## src/rtl/seven_seg_scan_ctrl.sv

```systemverilog
// -----------------------------------------------------------------------------
// seven_seg_scan_ctrl
//
// Time-multiplexed scan controller for a bank of common-anode 7-segment digits
// that share one hex-to-segment decoder. Each digit is lit for DWELL_CYCLES,
// separated by GUARD_CYCLES with every anode off so the decoder output can
// settle on the next digit's nibble before its anode turns on (no ghosting).
//
// New display values arrive over a valid/ready handshake into a single pending
// buffer and are swapped into the displayed ("active") value only when the
// digit index wraps to 0, so one frame never mixes two values. While the scan
// is disabled (IDLE) the swap happens immediately.
//
// Optional feature (compile-time macro LEADING_ZERO_BLANK_EN):
//   when defined, digit k>0 stays dark during its dwell if it and every more
//   significant nibble are zero; digit 0 is always lit. Timing is unchanged.
//
// Parameters:
//   NUM_DIGITS    digits scanned (2..8)
//   DWELL_CYCLES  clk cycles each digit is lit (>=1)
//   GUARD_CYCLES  clk cycles all anodes are off between digits (>=1)
//
// Ports:
//   clk         system clock
//   rst_n       asynchronous active-low reset
//   enable      1 = scan, 0 = go idle with all anodes off
//   load_valid  new display value offered
//   load_data   nibble k drives digit k (digit 0 = least significant)
//   load_ready  pending buffer empty, a value can be accepted
//   nibble      hex value for the shared decoder
//   anode_n     one-hot active-low digit enables
//   frame_tick  one-cycle pulse when the digit index wraps to 0
// All outputs are registered.
// -----------------------------------------------------------------------------
module seven_seg_scan_ctrl #(
    parameter int NUM_DIGITS   = 4,
    parameter int DWELL_CYCLES = 50000,
    parameter int GUARD_CYCLES = 2
) (
    input  logic                    clk,
    input  logic                    rst_n,
    input  logic                    enable,
    input  logic                    load_valid,
    input  logic [4*NUM_DIGITS-1:0] load_data,
    output logic                    load_ready,
    output logic [3:0]              nibble,
    output logic [NUM_DIGITS-1:0]   anode_n,
    output logic                    frame_tick
);

    localparam int CNT_MAX = (DWELL_CYCLES > GUARD_CYCLES) ? DWELL_CYCLES : GUARD_CYCLES;
    localparam int CW      = $clog2(CNT_MAX + 1);
    localparam int IW      = $clog2(NUM_DIGITS);

    localparam logic [CW-1:0] DWELL_LAST = CW'(DWELL_CYCLES - 1);
    localparam logic [CW-1:0] GUARD_LAST = CW'(GUARD_CYCLES - 1);
    localparam logic [IW-1:0] IDX_LAST   = IW'(NUM_DIGITS - 1);

    typedef enum logic [1:0] {
        IDLE,
        GUARD,
        DRIVE
    } state_t;

    state_t                  state_reg,        state_next;
    logic [IW-1:0]           idx_reg,          idx_next;
    logic [CW-1:0]           cnt_reg,          cnt_next;
    logic [4*NUM_DIGITS-1:0] active_reg,       active_next;
    logic [4*NUM_DIGITS-1:0] pending_reg,      pending_next;
    logic                    pending_full_reg, pending_full_next;
    logic                    wrap;

    logic [NUM_DIGITS-1:0]   anode_n_reg,      anode_n_next;
    logic [3:0]              nibble_reg,       nibble_next;
    logic                    frame_tick_reg;
    logic                    load_ready_reg;

    logic [3:0]              digit_val [NUM_DIGITS];
    logic [NUM_DIGITS-1:0]   blank_mask;

    // ---------------------------------------------------------------------
    // Next-state, counters and display buffers
    // ---------------------------------------------------------------------
    always_comb begin
        state_next        = state_reg;
        idx_next          = idx_reg;
        cnt_next          = cnt_reg;
        active_next       = active_reg;
        pending_next      = pending_reg;
        pending_full_next = pending_full_reg;
        wrap              = 1'b0;

        if (!enable) begin
            state_next = IDLE;
            idx_next   = '0;
            cnt_next   = '0;
        end else begin
            unique case (state_reg)
                IDLE: begin
                    state_next = GUARD;
                    idx_next   = '0;
                    cnt_next   = '0;
                end
                GUARD: begin
                    if (cnt_reg == GUARD_LAST) begin
                        state_next = DRIVE;
                        cnt_next   = '0;
                    end else begin
                        cnt_next = cnt_reg + CW'(1);
                    end
                end
                DRIVE: begin
                    if (cnt_reg == DWELL_LAST) begin
                        state_next = GUARD;
                        cnt_next   = '0;
                        if (idx_reg == IDX_LAST) begin
                            idx_next = '0;
                            wrap     = 1'b1;
                        end else begin
                            idx_next = idx_reg + IW'(1);
                        end
                    end else begin
                        cnt_next = cnt_reg + CW'(1);
                    end
                end
                default: begin
                    state_next = IDLE;
                    idx_next   = '0;
                    cnt_next   = '0;
                end
            endcase
        end

        // The swap needs a full buffer and acceptance needs an empty one, so
        // they can never both fire; the swap is listed first because it owns
        // the buffer on a frame boundary.
        if ((wrap || state_reg == IDLE) && pending_full_reg) begin
            active_next       = pending_reg;
            pending_full_next = 1'b0;
        end else if (load_valid && !pending_full_reg) begin
            pending_next      = load_data;
            pending_full_next = 1'b1;
        end
    end

    // ---------------------------------------------------------------------
    // Per-digit nibble view and leading-zero blanking mask, both taken from
    // the value that will be active next cycle so outputs stay aligned with
    // the registered state.
    // ---------------------------------------------------------------------
    generate
        for (genvar gi = 0; gi < NUM_DIGITS; gi++) begin : g_digit
            assign digit_val[gi] = active_next[4*gi +: 4];
`ifdef LEADING_ZERO_BLANK_EN
            if (gi == 0) begin : g_lsd
                assign blank_mask[gi] = 1'b0;
            end else begin : g_upper
                // Dark only if this nibble and all above it are zero.
                assign blank_mask[gi] = ~|active_next[4*NUM_DIGITS-1:4*gi];
            end
`else
            assign blank_mask[gi] = 1'b0;
`endif
        end
    endgenerate

    // ---------------------------------------------------------------------
    // Output decode. The nibble follows the upcoming digit through GUARD so
    // the decoder has settled by the time the anode is enabled.
    // ---------------------------------------------------------------------
    always_comb begin
        anode_n_next = '1;
        nibble_next  = 4'h0;
        if (state_next != IDLE) begin
            nibble_next = digit_val[idx_next];
        end
        if (state_next == DRIVE && !blank_mask[idx_next]) begin
            anode_n_next[idx_next] = 1'b0;
        end
    end

    // ---------------------------------------------------------------------
    // Registers
    // ---------------------------------------------------------------------
    always_ff @(posedge clk or negedge rst_n) begin
        if (!rst_n) begin
            state_reg        <= IDLE;
            idx_reg          <= '0;
            cnt_reg          <= '0;
            active_reg       <= '0;
            pending_reg      <= '0;
            pending_full_reg <= 1'b0;
            anode_n_reg      <= '1;
            nibble_reg       <= 4'h0;
            frame_tick_reg   <= 1'b0;
            load_ready_reg   <= 1'b1;
        end else begin
            state_reg        <= state_next;
            idx_reg          <= idx_next;
            cnt_reg          <= cnt_next;
            active_reg       <= active_next;
            pending_reg      <= pending_next;
            pending_full_reg <= pending_full_next;
            anode_n_reg      <= anode_n_next;
            nibble_reg       <= nibble_next;
            frame_tick_reg   <= wrap;
            load_ready_reg   <= !pending_full_next;
        end
    end

    assign load_ready = load_ready_reg;
    assign nibble     = nibble_reg;
    assign anode_n    = anode_n_reg;
    assign frame_tick = frame_tick_reg;

endmodule

```

## config.mk

```make
export PLATFORM = sky130hd
export DESIGN_NAME = seven_seg_scan_ctrl
export DESIGN_NICKNAME = d
export VERILOG_FILES = /design/src/rtl/seven_seg_scan_ctrl.sv
export SDC_FILE = /design/constraint.sdc
export NUM_CORES = 1
export LEC_CHECK = 0
export CAP_MARGIN = 40
export CORE_AREA = 2 2 68 83
export DETAILED_ROUTE_END_ITERATION = 8
export DIE_AREA = 0 0 70 85
export PLACE_DENSITY = 0.79
export SLEW_MARGIN = 15
export SYNTH_ARGS = -nofsm -noshare
export SYNTH_HDL_FRONTEND = slang
export SYNTH_SLANG_ARGS = --single-unit
```

## constraint.sdc

```tcl
create_clock -name clk -period 6.7 [get_ports clk]
set_clock_uncertainty 0.2 [all_clocks]
set_input_delay 2.01 -clock clk [delete_from_list [all_inputs] [get_ports clk]]
set_output_delay 2.01 -clock clk [all_outputs]
set_load 0.05 [all_outputs]
```

* Word-level counts from Yosys, hierarchy flattened *
Cells that the tools add are included.

word-level totals
  bits in registers = 63
  latch bits = 0
  RAM bits = 0
  ROM bits = 0
  input bits = 20
  output and inout bits = 10
  logic and storage cells = 63
  memories kept = 0

cells by class
  $add $sub $neg = 2
  multiply operators = 0
  divide/modulo/power cells = 0
  order comparisons = 3
  equality and inequality tests = 6
  shifts and indexed selects = 0
  muxes and demuxes = 28
  bitwise logic cells = 3
  reductions and logical operators = 11

operators by type and width
  operator                                                                      count
  16-bit 2-to-1 mux                                                             4
  16-bit one-hot mux with 2 select lines                                        1
  16-bit by 1-bit adder with 16-bit output, second input constant               1
  16-bit by 1-bit == test with 1-bit output, second input constant              1
  16-bit == test, second input constant                                         1
  4-bit 2-to-1 mux                                                              4
  2-bit 2-to-1 mux                                                              6
  4-bit binary-select mux with 2-bit select                                     1
  1-bit 2-to-1 mux                                                              8
  2-bit == test, second input constant                                          3
  2-bit one-hot mux with 3 select lines                                         1
  1-bit logical AND                                                             4
  4-bit NOT                                                                     1
  2-bit one-hot mux with 2 select lines                                         1
  3-bit >= comparator, second input constant                                    1
  1-bit logical NOT                                                             3
  2-bit by 3-bit less-than comparator with 1-bit output, second input constant  1
  2-bit NOT with 3-bit output                                                   1
  2-bit by 1-bit adder with 2-bit output, second input constant                 1
  1-bit binary-select mux with 2-bit select                                     1
  1-bit demux with 2-bit select                                                 1
  2-bit by 1-bit == test with 1-bit output, second input constant               1
  2-bit by 1-bit >= comparator with 1-bit output, second input constant         1
  2-bit logical NOT                                                             1
  4 further kinds                                                               4

* Logic depth before layout (Yosys ltp) *
  depth in word-level cells = 12
  depth in mapped cells = 10

* Least setup slack after synthesis *
OpenSTA, ideal clock, no wires.

  kind = input to register
  start point = input port enable
  end point = register nibble_reg[3], in the netlist nibble[3]
  library setup time = 144 ps
  data arrival time = 2964 ps
  required time = 6356 ps
  path slack = 3391 ps
  cell stages on the path = 7
  buffers on the path = 2
  cells stage by stage = and2_1 -> and4_1 -> buf_4 -> buf_8 -> o32ai_2 -> a22oi_1 -> a21oi_1

on the way
  word-level cells in the longest chain between the ends = 8
  elaborated cells on any way between the ends = 12
  those cells by class = mux (8); bitwise (1); reduce/logical (3)

ends and longest elaborated chain
  what                                                 line  source
  from (decl)                                          42    input logic enable,
  1-bit 2-to-1 mux                                     93    if (!enable) begin
  1-bit logical OR                                     137   if ((wrap || state_reg == IDLE) && pending_full_reg) begin
  1-bit logical AND                                    137
  16-bit 2-to-1 mux                                    137
  via active_next[11]                                  68    logic [4*NUM_DIGITS-1:0] active_reg, active_next;
  4-bit binary-select mux with 2-bit select            175   nibble_next = digit_val[idx_next];
  4-bit 2-to-1 mux (implied by the code) (2 in a row)  175
  4-bit 2-to-1 mux                                     174   if (state_next != IDLE) begin
  via nibble_next[3]                                   74    logic [3:0] nibble_reg, nibble_next;
  to (signal assigned)                                 205   nibble_reg <= nibble_next;
  to (decl)                                            74

The timed path passes the listed nets, and every way through them passes these cells. The select of a mux whose other input is x is not followed.
A chain may end at the register's enable or synchronous reset.

* Final worst setup path *
  start point = input port enable
  end point = register nibble_reg[0], in the netlist nibble[0]

The elaborated chain is that of the path after synthesis.

==> key figures <==
Status
  – Outcome: finished, final reports clean

Timing
  – Final setup fails: 0
  – Fmax achieved: 242 MHz
  – Pins Over Slew Limit: 0
  – Tcrit/Tclk final: 61.6%
  – Worst slew pin tran: 0.793 ns
  – Relative slew slack: 47.2%
  – Fin. Hold Viols: 0
  – Tmin final: 4.13 ns
  – Total Negative Setup Slacks: 0 ns
  – RSZ-0062 raised after global routing: no

Floorplan
  – Site row count: 29
  – DIE HEIGHT: 85 um
  – Starting density of the core: 58.2%
  – Die area: 5950 um^2
  – Die Span X: 70 um
  – Core footprint: 5150 um^2
  – IO Count: 30

Finish
  – Nets: 340
  – Share of layout cells above drive strength 1: 12.6%
  – Most frequent cells in the layout: dfrtp_1 (58), nand2_1 (46), clkdlybuf4s50_1 (28), inv_1 (22), nor2_1 (21)
  – Multi-input gate area: 1250 um^2
  – Filler Cell Count: 411
  – Seq. cell area: 1580 um^2
  – Final Non-Filler Cells: 380
  – Diode count: 0
  – Commonest non-fill, non-tap cell in the layout: dfrtp_1
  – Area growth, synth to finish: 17.1%
  – Finished Core Util: 68.2%

Worst setup path
  – Critical-path cell list: clkdlybuf4s50_1, and2_1, and4_1, o32ai_1, a22oi_1, a21oi_1
  – CP max stage delay: 0.72 ns
  – Crit path max fanout: 16
  – Slowest cell on the critical path: and4_1
  – Crit path launch type: input pin
  – Crit Path Class: input pin to flip-flop
  – Worst Setup End Kind: flip-flop
  – Crit path DAT: 4.12 ns
  – Worst EP required: 6.69 ns

Route
  – Drc violations: 0
  – Vias per cell: 5.56
  – ANT nets after route: 0
  – DRT iter0 DRCs: 183
  – Routed len/inst: 15.9 um
  – Via count: 2111
  – Routed wire length: 6050 um
  – Drt first pass iters: 4

Logic synthesis
  – Synth Area in Adders: 2.92%
  – Synth top area share: 48.4%
  – Asr flop ratio synth: 100%
  – Syn nets: 310
  – XOR/XNOR share of the synthesized area: 4.09%
  – Simple-gate portion of the synthesized area: 16.5%
  – Register area share after synthesis: 52.8%
  – Multiplexer area fraction after synthesis: 0%
  – Compound-Gate Fraction of Synth Area: 18.1%
  – Area leader, netlist: dfrtp_1
  – Cells after synthesis: 283
  – Combinational family with the most area after synthesis: compound AO/OA/AOI/OAI gates
  – EDFF count, synth: 0
  – Dominant synthesized flop cell: dfrtp_1
  – Ys Warns: 0
  – Mapped Area: 3000 um^2
  – Synth Register Bits: 63
  – Post-Syn Area per Cell: 10.6 um^2
  – Top post-synthesis cells by area: dfrtp_1 (48%), nand2_1 (5.8%), o32ai_2 (5.4%), dfstp_2 (4.4%), ha_1 (2.9%)
  – Distinct cells, synth: 46

Run
  – Max Cap Viol: 0

Power
  – Tot Pwr: 0.972 mW
  – Sequential Power Share: 47.0%
  – Sw Ratio: 27.4%
  – Clock share of power: 35.5%
  – Power Density: 277 nW/um^2
  – Int Pwr: 0.706 mW
  – Leakage power: 1.52 nW
  – Share of total power in combinational logic: 17.5%
  – Psw: 0.267 mW
  – Peak supply drop: 0.137 mV

Global route
  – GRT met2 Usage: 40.7%
  – First-pass GRT wire length: 10400 um
  – Total grt overflow: 0
  – Overall routing resource usage: 22.8%
  – Vias in the first global route: 2256
  – Layer carrying the most global-route usage: met2
  – Largest net degree at the start of global routing: 64
  – Met1 Use GR: 25.4%
  – GRT met3 Usage: 6.18%
  – Initial antenna violation count: 0

Worst hold path
  – Min-delay worst type: flip-flop to flip-flop

CTS
  – Clk_lat worst skew: 0.34 ns
  – CTS H-tree lvls: 3
  – Cts hold-fix bufs: 0
  – Bufs on Longest Clock Path: 2
  – Clk pin slew, worst setup/hold paths: 0.07 ns
  – PostCTS Resize Cnt: 0
  – Num CTS Buffers: 9
  – Postcts setup bufs: 0
  – Clock sinks: 63
  – TritonCTS clock tree: done
  – CTS root buf: clkbuf_8

Placed design
  – Post-detail-place hpwl: 4080 um
  – Port Buf Inserts: 29
  – Placed cells: 364
  – GPL Wtd Cong: 0.829
[worst max-delay path: cells and delay by family]
family                 cells  cell delay, ns
buffers and inverters      1            0.54
AND/OR/NAND/NOR            2            0.94
AO/OA/AOI/OAI              3            0.61
[power groups by stage]
| stage | Combinational, mW | Clock, mW | Sequential, mW |
|---|---|---|---|
| final | 0.170 | 0.345 | 0.457 |
| after global routing | 0.189 | 0.367 | 0.463 |
| after CTS | 0.171 | 0.351 | 0.458 |
| after detailed placement | 0.169 | 0 | 0.465 |
| after global placement | 0.163 | 0 | 0.462 |
| after floorplan | 0.103 | 0 | 0.475 |
[per-layer routing]
layer  share of wire (%)  up-vias
met3                 3.9        7
met1                  43     1025
met5                   0        -
met2                  52       36
met4                 1.8        0
li1                    -     1043
[cell families (layout without fill, tap and decap cells)]
kind of cell,count (synthesis),after routing
compound gates,62,62
xor+xnor,14,14
fa+ha+maj,7,7
buf+inv,35,70
flops,63,63
simple gates,102,102
[through the flow]
stage	cell area, um^2	setup WS [ns]	hold WS [ns]
6_report	3510	2.57	0.284
5_1_grt	3510	2.47	0.312
4_1_cts	3510	2.59	0.292
3_5_place_dp	3300	2.21	0.283
3_3_place_gp	3290	2.34	0.278
2_1_floorplan	3000	3.39	0.253
[worst paths after layout]
path	slack, ns	start	depth (start not counted)	endpoint
max in group asynchronous	4.15	rst_n	2	cnt_reg[13]$_DFF_PN0_
min in group asynchronous	1.63	rst_n	2	pending_reg[5]$_DFFE_PN0P_
setup / recovery	2.57	enable	6	nibble[0]$_DFF_PN0_
hold / removal	0.28	cnt_reg[0]$_DFF_PN0_	1	cnt_reg[0]$_DFF_PN0_
setup reg to reg	3.64	cnt_reg[5]$_DFF_PN0_	6	nibble[0]$_DFF_PN0_
hold reg to reg	0.28	cnt_reg[0]$_DFF_PN0_	1	cnt_reg[0]$_DFF_PN0_
[synthesized netlist by cell type, types with 2 or more instances]
library cell and n:
a21oi_1 7, a22oi_1 8, and2_1 3, and3_1 9, and4_1 4, buf_2 2
buf_4 2, buf_6 2, clkbuf_1 5, dfrtp_1 58, dfstp_2 5, ha_1 7
inv_1 22, nand2_1 46, nand3_1 7, nor2_1 21, nor2b_1 3, o21a_1 2
o21ai_0 17, o32ai_1 6, o32ai_2 10, xnor2_1 8, xor2_1 6
[layout make-up]
class                           instances  area share, %
Timing Repair Buffer                   31           8.66
Sequential cell                        63           45.1
Tap cell                               62           2.21
Clock inverter                          2           1.07
Multi-Input combinational cell        185           35.6
Clock buffer                           14           4.92
Inverter                               23           2.46
Power figures use the tool's default switching activity.
